**src/rtl/pipe_pkg.sv**
```systemverilog
// Shared definitions for the handshaked pipeline stage register.
package pipe_pkg;

    typedef enum logic [1:0] {
        ST_EMPTY = 2'd0,
        ST_FULL  = 2'd1,
        ST_SKID  = 2'd2
    } pipe_state_e;

    // Bubble control word; wide enough for any CTRL_W, sliced at use.
    localparam logic [255:0] CTRL_NOP = '0;

endpackage

```
**src/rtl/pipe_slot.sv**
```systemverilog
// One pipeline entry: data + control payload with load enable and a
// control-only clear used to turn the entry into a bubble.
module pipe_slot
    import pipe_pkg::*;
#(
    parameter int DATA_W = 128,
    parameter int CTRL_W = 16
) (
    input  logic              clk_i,
    input  logic              rst_i,
    input  logic              load_i,
    input  logic              clr_ctrl_i,
    input  logic [DATA_W-1:0] data_i,
    input  logic [CTRL_W-1:0] ctrl_i,
    output logic [DATA_W-1:0] data_o,
    output logic [CTRL_W-1:0] ctrl_o
);

    // Data is only ever loaded; control is cleared ahead of a load.
    always_ff @(posedge clk_i or negedge rst_i) begin
        if (!rst_i) begin
            data_o <= '0;
            ctrl_o <= '0;
        end else begin
            if (load_i) begin
                data_o <= data_i;
            end
            if (clr_ctrl_i) begin
                ctrl_o <= CTRL_NOP[CTRL_W-1:0];
            end else if (load_i) begin
                ctrl_o <= ctrl_i;
            end
        end
    end

endmodule

```
**src/rtl/pipe_stage_reg.sv**
```systemverilog
// Reusable valid/ready pipeline stage with optional 2-entry skid buffer,
// flush-to-bubble and a saturating stall counter.
//
//   state    | meaning
//   ST_EMPTY | no entry held, valid_o=0
//   ST_FULL  | main slot holds the head beat
//   ST_SKID  | main + skid slots both hold beats, input blocked
module pipe_stage_reg
    import pipe_pkg::*;
#(
    parameter int DATA_W  = 128,
    parameter int CTRL_W  = 16,
    parameter bit SKID_EN = 1'b1,
    parameter int CNT_W   = 16
) (
    input  logic              clk_i,
    input  logic              rst_i,
    input  logic              flush_i,
    input  logic              valid_i,
    output logic              ready_o,
    input  logic [DATA_W-1:0] data_i,
    input  logic [CTRL_W-1:0] ctrl_i,
    output logic              valid_o,
    input  logic              ready_i,
    output logic [DATA_W-1:0] data_o,
    output logic [CTRL_W-1:0] ctrl_o,
    input  logic              clr_cnt_i,
    output logic [CNT_W-1:0]  stall_cnt_o
);

    pipe_state_e       state;
    logic              ready_q;
    logic              xfer_in;
    logic              xfer_out;
    logic              main_load;
    logic              skid_load;
    logic [DATA_W-1:0] main_data;
    logic [CTRL_W-1:0] main_ctrl;
    logic [DATA_W-1:0] main_data_d;
    logic [CTRL_W-1:0] main_ctrl_d;
    logic [DATA_W-1:0] skid_data;
    logic [CTRL_W-1:0] skid_ctrl;

    assign valid_o  = (state != ST_EMPTY);
    assign ready_o  = SKID_EN ? ready_q : (!valid_o || ready_i);
    assign xfer_in  = valid_i && ready_o;
    assign xfer_out = valid_o && ready_i;
    assign data_o   = main_data;
    assign ctrl_o   = valid_o ? main_ctrl : CTRL_NOP[CTRL_W-1:0];

    // Slot load enables; a flush blocks every load so the incoming beat is dropped.
    always_comb begin
        main_load = 1'b0;
        skid_load = 1'b0;
        if (!flush_i) begin
            case (state)
                ST_EMPTY: main_load = xfer_in;
                ST_FULL: begin
                    main_load = xfer_in && xfer_out;
                    skid_load = SKID_EN && xfer_in && !xfer_out;
                end
                ST_SKID:  main_load = xfer_out;
                default:  main_load = 1'b0;
            endcase
        end
        main_data_d = (state == ST_SKID) ? skid_data : data_i;
        main_ctrl_d = (state == ST_SKID) ? skid_ctrl : ctrl_i;
    end

    pipe_slot #(
        .DATA_W (DATA_W),
        .CTRL_W (CTRL_W)
    ) u_main (
        .clk_i      (clk_i),
        .rst_i      (rst_i),
        .load_i     (main_load),
        .clr_ctrl_i (flush_i),
        .data_i     (main_data_d),
        .ctrl_i     (main_ctrl_d),
        .data_o     (main_data),
        .ctrl_o     (main_ctrl)
    );

    if (SKID_EN) begin : g_skid
        pipe_slot #(
            .DATA_W (DATA_W),
            .CTRL_W (CTRL_W)
        ) u_skid (
            .clk_i      (clk_i),
            .rst_i      (rst_i),
            .load_i     (skid_load),
            .clr_ctrl_i (flush_i),
            .data_i     (data_i),
            .ctrl_i     (ctrl_i),
            .data_o     (skid_data),
            .ctrl_o     (skid_ctrl)
        );
    end else begin : g_no_skid
        assign skid_data = '0;
        assign skid_ctrl = '0;
    end

    // Occupancy FSM; ready_q is registered so it drops the cycle after the skid fills.
    always_ff @(posedge clk_i or negedge rst_i) begin
        if (!rst_i) begin
            state   <= ST_EMPTY;
            ready_q <= 1'b1;
        end else if (flush_i) begin
            state   <= ST_EMPTY;
            ready_q <= 1'b1;
        end else begin
            case (state)
                ST_EMPTY: begin
                    if (xfer_in) begin
                        state <= ST_FULL;
                    end
                end
                ST_FULL: begin
                    if (xfer_in && !xfer_out) begin
                        if (SKID_EN) begin
                            state   <= ST_SKID;
                            ready_q <= 1'b0;
                        end
                    end else if (!xfer_in && xfer_out) begin
                        state <= ST_EMPTY;
                    end
                end
                ST_SKID: begin
                    if (xfer_out) begin
                        state   <= ST_FULL;
                        ready_q <= 1'b1;
                    end
                end
                default: begin
                    state   <= ST_EMPTY;
                    ready_q <= 1'b1;
                end
            endcase
        end
    end

    // Saturating count of cycles where the head beat is held back downstream.
    always_ff @(posedge clk_i or negedge rst_i) begin
        if (!rst_i) begin
            stall_cnt_o <= '0;
        end else if (clr_cnt_i) begin
            stall_cnt_o <= '0;
        end else if (valid_o && !ready_i && (stall_cnt_o != {CNT_W{1'b1}})) begin
            stall_cnt_o <= stall_cnt_o + CNT_W'(1);
        end
    end

endmodule
```
**config.mk**
```make
export PLATFORM = sky130hd
export DESIGN_NAME = pipe_stage_reg
export DESIGN_NICKNAME = d
export VERILOG_FILES = /design/src/rtl/pipe_pkg.sv /design/src/rtl/pipe_slot.sv /design/src/rtl/pipe_stage_reg.sv
export SDC_FILE = /design/constraint.sdc
export NUM_CORES = 1
export LEC_CHECK = 0
export BUFFER_PORTS_ARGS = -buffer_cell sky130_fd_sc_hd__buf_2
export CORE_MARGIN = 3
export CORE_UTILIZATION = 45
export CTS_BUF_LIST = sky130_fd_sc_hd__clkbuf_8
export CTS_CLUSTER_SIZE = 24
export DETAILED_ROUTE_END_ITERATION = 8
export PLACE_DENSITY = 0.72
export RECOVER_POWER = 100
export SYNTH_ARGS = -nofsm -noshare
export SYNTH_HDL_FRONTEND = slang
export SYNTH_HIERARCHICAL = 1
export SYNTH_SLANG_ARGS = --single-unit
export TNS_END_PERCENT = 50
```
**constraint.sdc**
```tcl
create_clock -name clk_i -period 2.3 [get_ports clk_i]
set_clock_uncertainty 0.2 [all_clocks]
set_input_delay 0.345 -clock clk_i [delete_from_list [all_inputs] [get_ports clk_i]]
set_output_delay 0.345 -clock clk_i [all_outputs]
set_load 0.01 [all_outputs]
```
---- Word-level counts from Yosys, hierarchy flattened ----
Cells that the tools add are included.
word-level totals
  register bits ........................... 307
  output and inout port bits .............. 162
  logic and storage cells ................. 56
operators by class
  add/subtract/negate cells ............... 1
  equality and inequality tests ........... 8
  multiplexer cells ....................... 23
  reduce and logical (&&, ||, !) cells .... 17
operator list
  cell                                                              number
  128-bit two-way mux                                               1
  16-bit two-way mux                                                8
  16-bit by 1-bit adder with 16-bit output (second input constant)  1
  16-bit inequality test (second input constant)                    1
  2-bit two-way mux                                                 5
  3-bit inequality test (second input constant)                     3
  2-bit nonzero test                                                4
  1-bit logical AND                                                 7
  1-bit two-way mux                                                 6
  1-bit case mux with 3 select lines                                2
  2-bit case mux with 3 select lines                                1
  3-bit AND reduction                                               2
  4-bit inequality test (second input constant)                     1
  1-bit logical NOT                                                 3
  2-bit by 1-bit == test with 1-bit output (second input constant)  1
  2-bit == test (second input constant)                             1
  2-bit logical NOT                                                 1
  2-bit inequality test (second input constant)                     1

---- Logic depth before layout (Yosys ltp) ----
  word-level depth ........................ 8
  mapped depth ............................ 10
  gate-level depth less buffers ........... 7

---- Cells and area by module ----
Netlist, hierarchy kept.
by module, submodules not included
  module          instances  cells an instance  area an instance (um^2)
  pipe_slot       2          322                5567.8
  pipe_stage_reg  1          306                3009.1

---- Least setup slack after synthesis ----
No wires, ideal clock.
  path type ............................... register to register
  from .................................... register state[0]
  to ...................................... register g_skid.u_skid.data_o[100]
  arrival time ............................ 1.970 ns
  setup slack ............................. 0.005 ns
  cell stages (with the launch flop) ...... 10
  path through ............................ dfrtp_1 nor2_1 nor2b_1 inv_1 ha_1 and3b_1 buf_6 buf_6 buf_6 mux2_4
between the ends
  word-level cells in the longest chain between the ends .. 6
  elaborated cells on any way between the ends .. 7
  classes of those cells .................. eq/ne (1); mux (2); reduce/logical (4)
ends and longest elaborated chain
  what                    RTL line               source
  start, declared         pipe_stage_reg.sv:31   pipe_state_e state;
  start signal, assigned  pipe_stage_reg.sv:106  state <= ST_EMPTY;
  start signal, assigned  pipe_stage_reg.sv:109  state <= ST_EMPTY;
  start signal, assigned  pipe_stage_reg.sv:115  state <= ST_FULL;
  2-bit nonzero test      pipe_stage_reg.sv:44   assign valid_o = (state != ST_EMPTY);
  1-bit logical AND       pipe_stage_reg.sv:47   assign xfer_out = valid_o && ready_i;
  1-bit logical NOT       pipe_stage_reg.sv:60   skid_load = SKID_EN && xfer_in && !xfer_out;
  1-bit logical AND       pipe_stage_reg.sv:60
  1-bit two-way mux (*)   pipe_stage_reg.sv:56   case (state)
  1-bit two-way mux (*)   pipe_stage_reg.sv:55   if (!flush_i) begin
  net skid_load           pipe_stage_reg.sv:36   logic skid_load;
  end signal, assigned    pipe_slot.sv:26        data_o <= data_i;
  end, declared           pipe_slot.sv:15        output logic [DATA_W-1:0] data_o,
Mark *: on every way through the listed nets, which the timed path passes. The rest lies on a longest branch.
A chain may end at the register's enable or synchronous reset.

---- Worst setup path in the final report ----
  from .................................... register state[1]
  to ...................................... register u_main.data_o[81]
between the ends
  elaborated cells on any way between the ends .. 9
  classes of those cells .................. eq/ne (2); mux (3); reduce/logical (4)
RTL lines
  what                  RTL line              source
  2-bit == test         pipe_stage_reg.sv:66  main_data_d = (state == ST_SKID) ? skid_data : data_i;
  128-bit two-way mux   pipe_stage_reg.sv:66
  net main_data_d[81]   pipe_stage_reg.sv:39  logic [DATA_W-1:0] main_data_d;
  end signal, assigned  pipe_slot.sv:26
  end, declared         pipe_slot.sv:15
The timed path passes the listed nets, and every way through them passes these cells.

==> reports/metrics.yaml <==
synth:
  yosys_warnings: 6
  synthArstFlopShare: 1.000
  ys.flop_type: "dfrtp_1"
  ys_ff_latch: 307
  postSynthCellCount: 950
  synth_cell_type_count: 44
  syn_area_um2: 14140
  synth_edf_count: 0
  synthesis.nets: 1103
  ys_seq_area_frac: 0.5432
  avgSynthCellArea_um2: 14.89
timing:
  hold_viol: 0
  hold_ws_ns: 0.04756
  setup_viol: 0
  tns_ns: 0
  timing.slew.headroom: 0.3668
  timing.final.crit_share: 0.9842
  worst_slack_ns: 0.03644
  drv_slew: 0
  max_freq_ghz: 0.4418
  tightest_slew_ns: 0.9498
  min_period_ns: 2.264
  rsz0062_at_grt: "false"
power_and_ir_drop:
  p_leak_nw: 8.195
  p_seq_frac: 0.489
  p_sw_frac: 0.2963
  power.switching_mw: 5.012
  combPwrFrac: 0.245
  clkPwrFrac: 0.266
  p_int_mw: 11.90
  ir_drop_mv: 0.6519
  power.density_nw_per_um2: 918.9
floorplanning:
  die_y_um: 183.3
  start_util: 0.4600
  io_pins: 312
  die_w_um: 183.3
  core_area_um2: 30750
  row_count: 64
  die_area_um2: 33600
routing:
  wl_per_cell_um: 18.68
  routed_wl_um: 35360
  route.met2.wl_um: 17870
  first_pass_iters: 4
  vias: 9664
  wl_met1_um: 14350
  avgViaCountPerCell: 5.105
  drcViolationCount: 0
  antenna_left: 0
  drtIter0Drc: 445
  dr_wl_met3_um: 2018
  maxUsedRoutingLayer: "met4"
worst_setup_path:
  required_ns: 2.54
  critical-path-top-delay-family: "multiplexers"
  critPathSlowestCell: "dfrtp_2"
  cp.arrival_ns: 2.51
  r2r_cells: 5
  critical_path.cell_chain: "clkbuf_2, nand2b_4, buf_8, mux2_2, mux2_1"
  startpoint_type: "flop"
  r2r-end: "u_main/data_o[81]"
  cpPeakStageDelay_ns: 0.45
  r2r_slack_ns: 0.04
  cp.buffers_inverters: 2
  end_kind: "flop"
  criticalPathCategory: "flop to flop"
  r2r_start: "state[1]"
  cp_max_fo: 71
  startpoint: "state[1]"
clock_tree:
  clock_latency_ns: 0.57
  cts_buffers: 51
  path_clk_slew_ns: 0.06
  cts.sinks: 307
  root_buffer: "clkbuf_8"
  htreeDepth: 2
  clk_path_buf_depth: 3
  cts_tree: "built"
placement:
  pre_cts_slack_ns: 0.03338
  dpl_cell_area_um2: 16530
  post-dp-hpwl_um: 22400
  gp_congestion: 0.7978
  io_buffers: 311
hold_path:
  hold_path_depth: 5
  hold_path.class: "input port to flop"
  holdCritStartpoint: "valid_i"
  hold_path_end: "state[0]"
finish:
  final_common_cell: "mux2_2"
  final_util: 0.5986
  layout.nets: 1611
  nFillCells: 2484
  drive_gt1_frac: 0.4171
  syn2layout_area_growth_pct: 30.14
  mostFrequentLayoutCells: "312 x mux2_2, 305 x dfrtp_1, 154 x clkbuf_1, 149 x dlygate4sd3_1, 149 x buf_2"
  final_cell_area_um2: 18410
global_route:
  grt_pass1_wl_um: 57180
  grt_pass1_vias: 10730
  antenna_found_initial: 0
  grt_max_degree: 73
  grt_use_total: 0.2097
  grt_overflow: 0
run:
  max_cap_violations: 0
outcome:
  status: "complete, no violations"
==> area by class of cell <==
type                            count  area, µm²  area share
Multi-Input combinational cell    581       5828      0.3166
Sequential cell                   307       7685      0.4175
Clock buffer                       60      825.8     0.04486
Antenna cell                        1      2.502   0.0001359
Clock inverter                     31      127.6    0.006933
Inverter                            5      18.77    0.001020
Timing Repair Buffer              512       3425      0.1860
Tap cell                          396      495.5     0.02692
==> cells in the mapped netlist (all sizes together), types with 2 or more instances <==
| library cell | number | area (µm²) |
|---|---|---|
| nor2b | 23 | 143.9 |
| buf | 50 | 359.1 |
| or4 | 3 | 22.52 |
| and2 | 2 | 12.51 |
| o21ai | 3 | 15.01 |
| ha | 3 | 37.54 |
| nor2 | 44 | 165.2 |
| inv | 5 | 18.77 |
| a21oi | 12 | 60.06 |
| clkbuf | 7 | 26.28 |
| mux2 | 404 | 4883 |
| and3 | 2 | 12.51 |
| nand2 | 11 | 41.29 |
| or3 | 3 | 18.77 |
| o31ai | 5 | 37.54 |
| nand4 | 5 | 67.56 |
| mux2i | 33 | 330.3 |
| nor3 | 3 | 15.01 |
| nand3 | 7 | 40.04 |
| dfrtp | 306 | 7657 |
| nor4 | 4 | 40.04 |
==> worst register-to-register path: cells and delay by family, from the launching register on <==
family	cells	cell delay [ns]
simple gates	1	0.09
buf+inv	2	0.58
flops	1	0.45
mux	2	0.82
==> per-stage QoR <==
| step | power (mW) | std cells |
|---|---|---|
| final | 16.91 | 1893 |
| after global routing | 17.87 | 1892 |
| after floorplan | 10.99 | 950 |
| after detailed placement | 12.83 | 1648 |
| after global placement | 12.62 | 1648 |
| after CTS | 17.62 | 1888 |
==> what timing repair did <==
item / 4_1_cts / 5_1_grt
hold buffers: 149 / 0
endpoints found under the setup margin: 0 / 64
setup buffers: 0 / 1
endpoints found under the hold margin: 605 / 0
gates resized for setup: 0 / 8
==> cells by family (layout without fill, tap and decap cells) <==
| logic type | Yosys count | count (layout) | share of synthesized area |
|---|---|---|---|
| multiplexers | 437 | 437 | 0.3686 |
| flip-flops | 307 | 307 | 0.5432 |
| AND/OR/NAND/NOR | 112 | 112 | 0.04361 |
| buffers and inverters | 62 | 608 | 0.02857 |
| AO/OA/AOI/OAI | 29 | 29 | 0.01336 |
| adder cells (fa/ha/maj) | 3 | 3 | 0.002654 |
| other | 0 | 1 | 0 |
==> sequential cells by signal (all words and copies together), names as in the netlist <==
| signal | flops |
|---|---|
| g_skid.u_skid/ctrl_o | 16 |
| g_skid.u_skid/data_o | 128 |
| ready_o | 1 |
| stall_cnt_o | 16 |
| state | 2 |
| u_main/ctrl_o | 16 |
| u_main/data_o | 128 |
==> power groups by stage <==
stage | Sequential, mW | Clock [mW] | Combinational (mW)
after floorplan | 8.44 | 0 | 2.55
after global placement | 8.22 | 0 | 4.40
after detailed placement | 8.29 | 0 | 4.54
after CTS | 8.24 | 4.63 | 4.75
after global routing | 8.52 | 4.88 | 4.48
final | 8.28 | 4.50 | 4.14
==> routing by layer <==
layer | vias to the layer above | track usage
li1 | 4427 | -
met1 | 4872 | 0.2539
met2 | 290 | 0.3632
met3 | 75 | 0.05256
met4 | 0 | 0.07922
met5 | - | 0
==> worst max path at each step <==
| stage | to | slack [ns] | cells past startpoint |
|---|---|---|---|
| 3_5_place_dp | g_skid.u_skid/data_o[73] | 0.03 | 8 |
| 4_1_cts | ctrl_o[15] | 0.02 | 4 |
| 5_1_grt | u_main/data_o[81] | 0.001 | 5 |
| 2_1_floorplan | g_skid.u_skid/data_o[100] | 0.005 | 9 |
| 3_3_place_gp | g_skid.u_skid/data_o[79] | 0.1 | 8 |
| 6_report | u_main/data_o[81] | 0.04 | 5 |
Note: power is estimated with default switching activity, not from simulation.
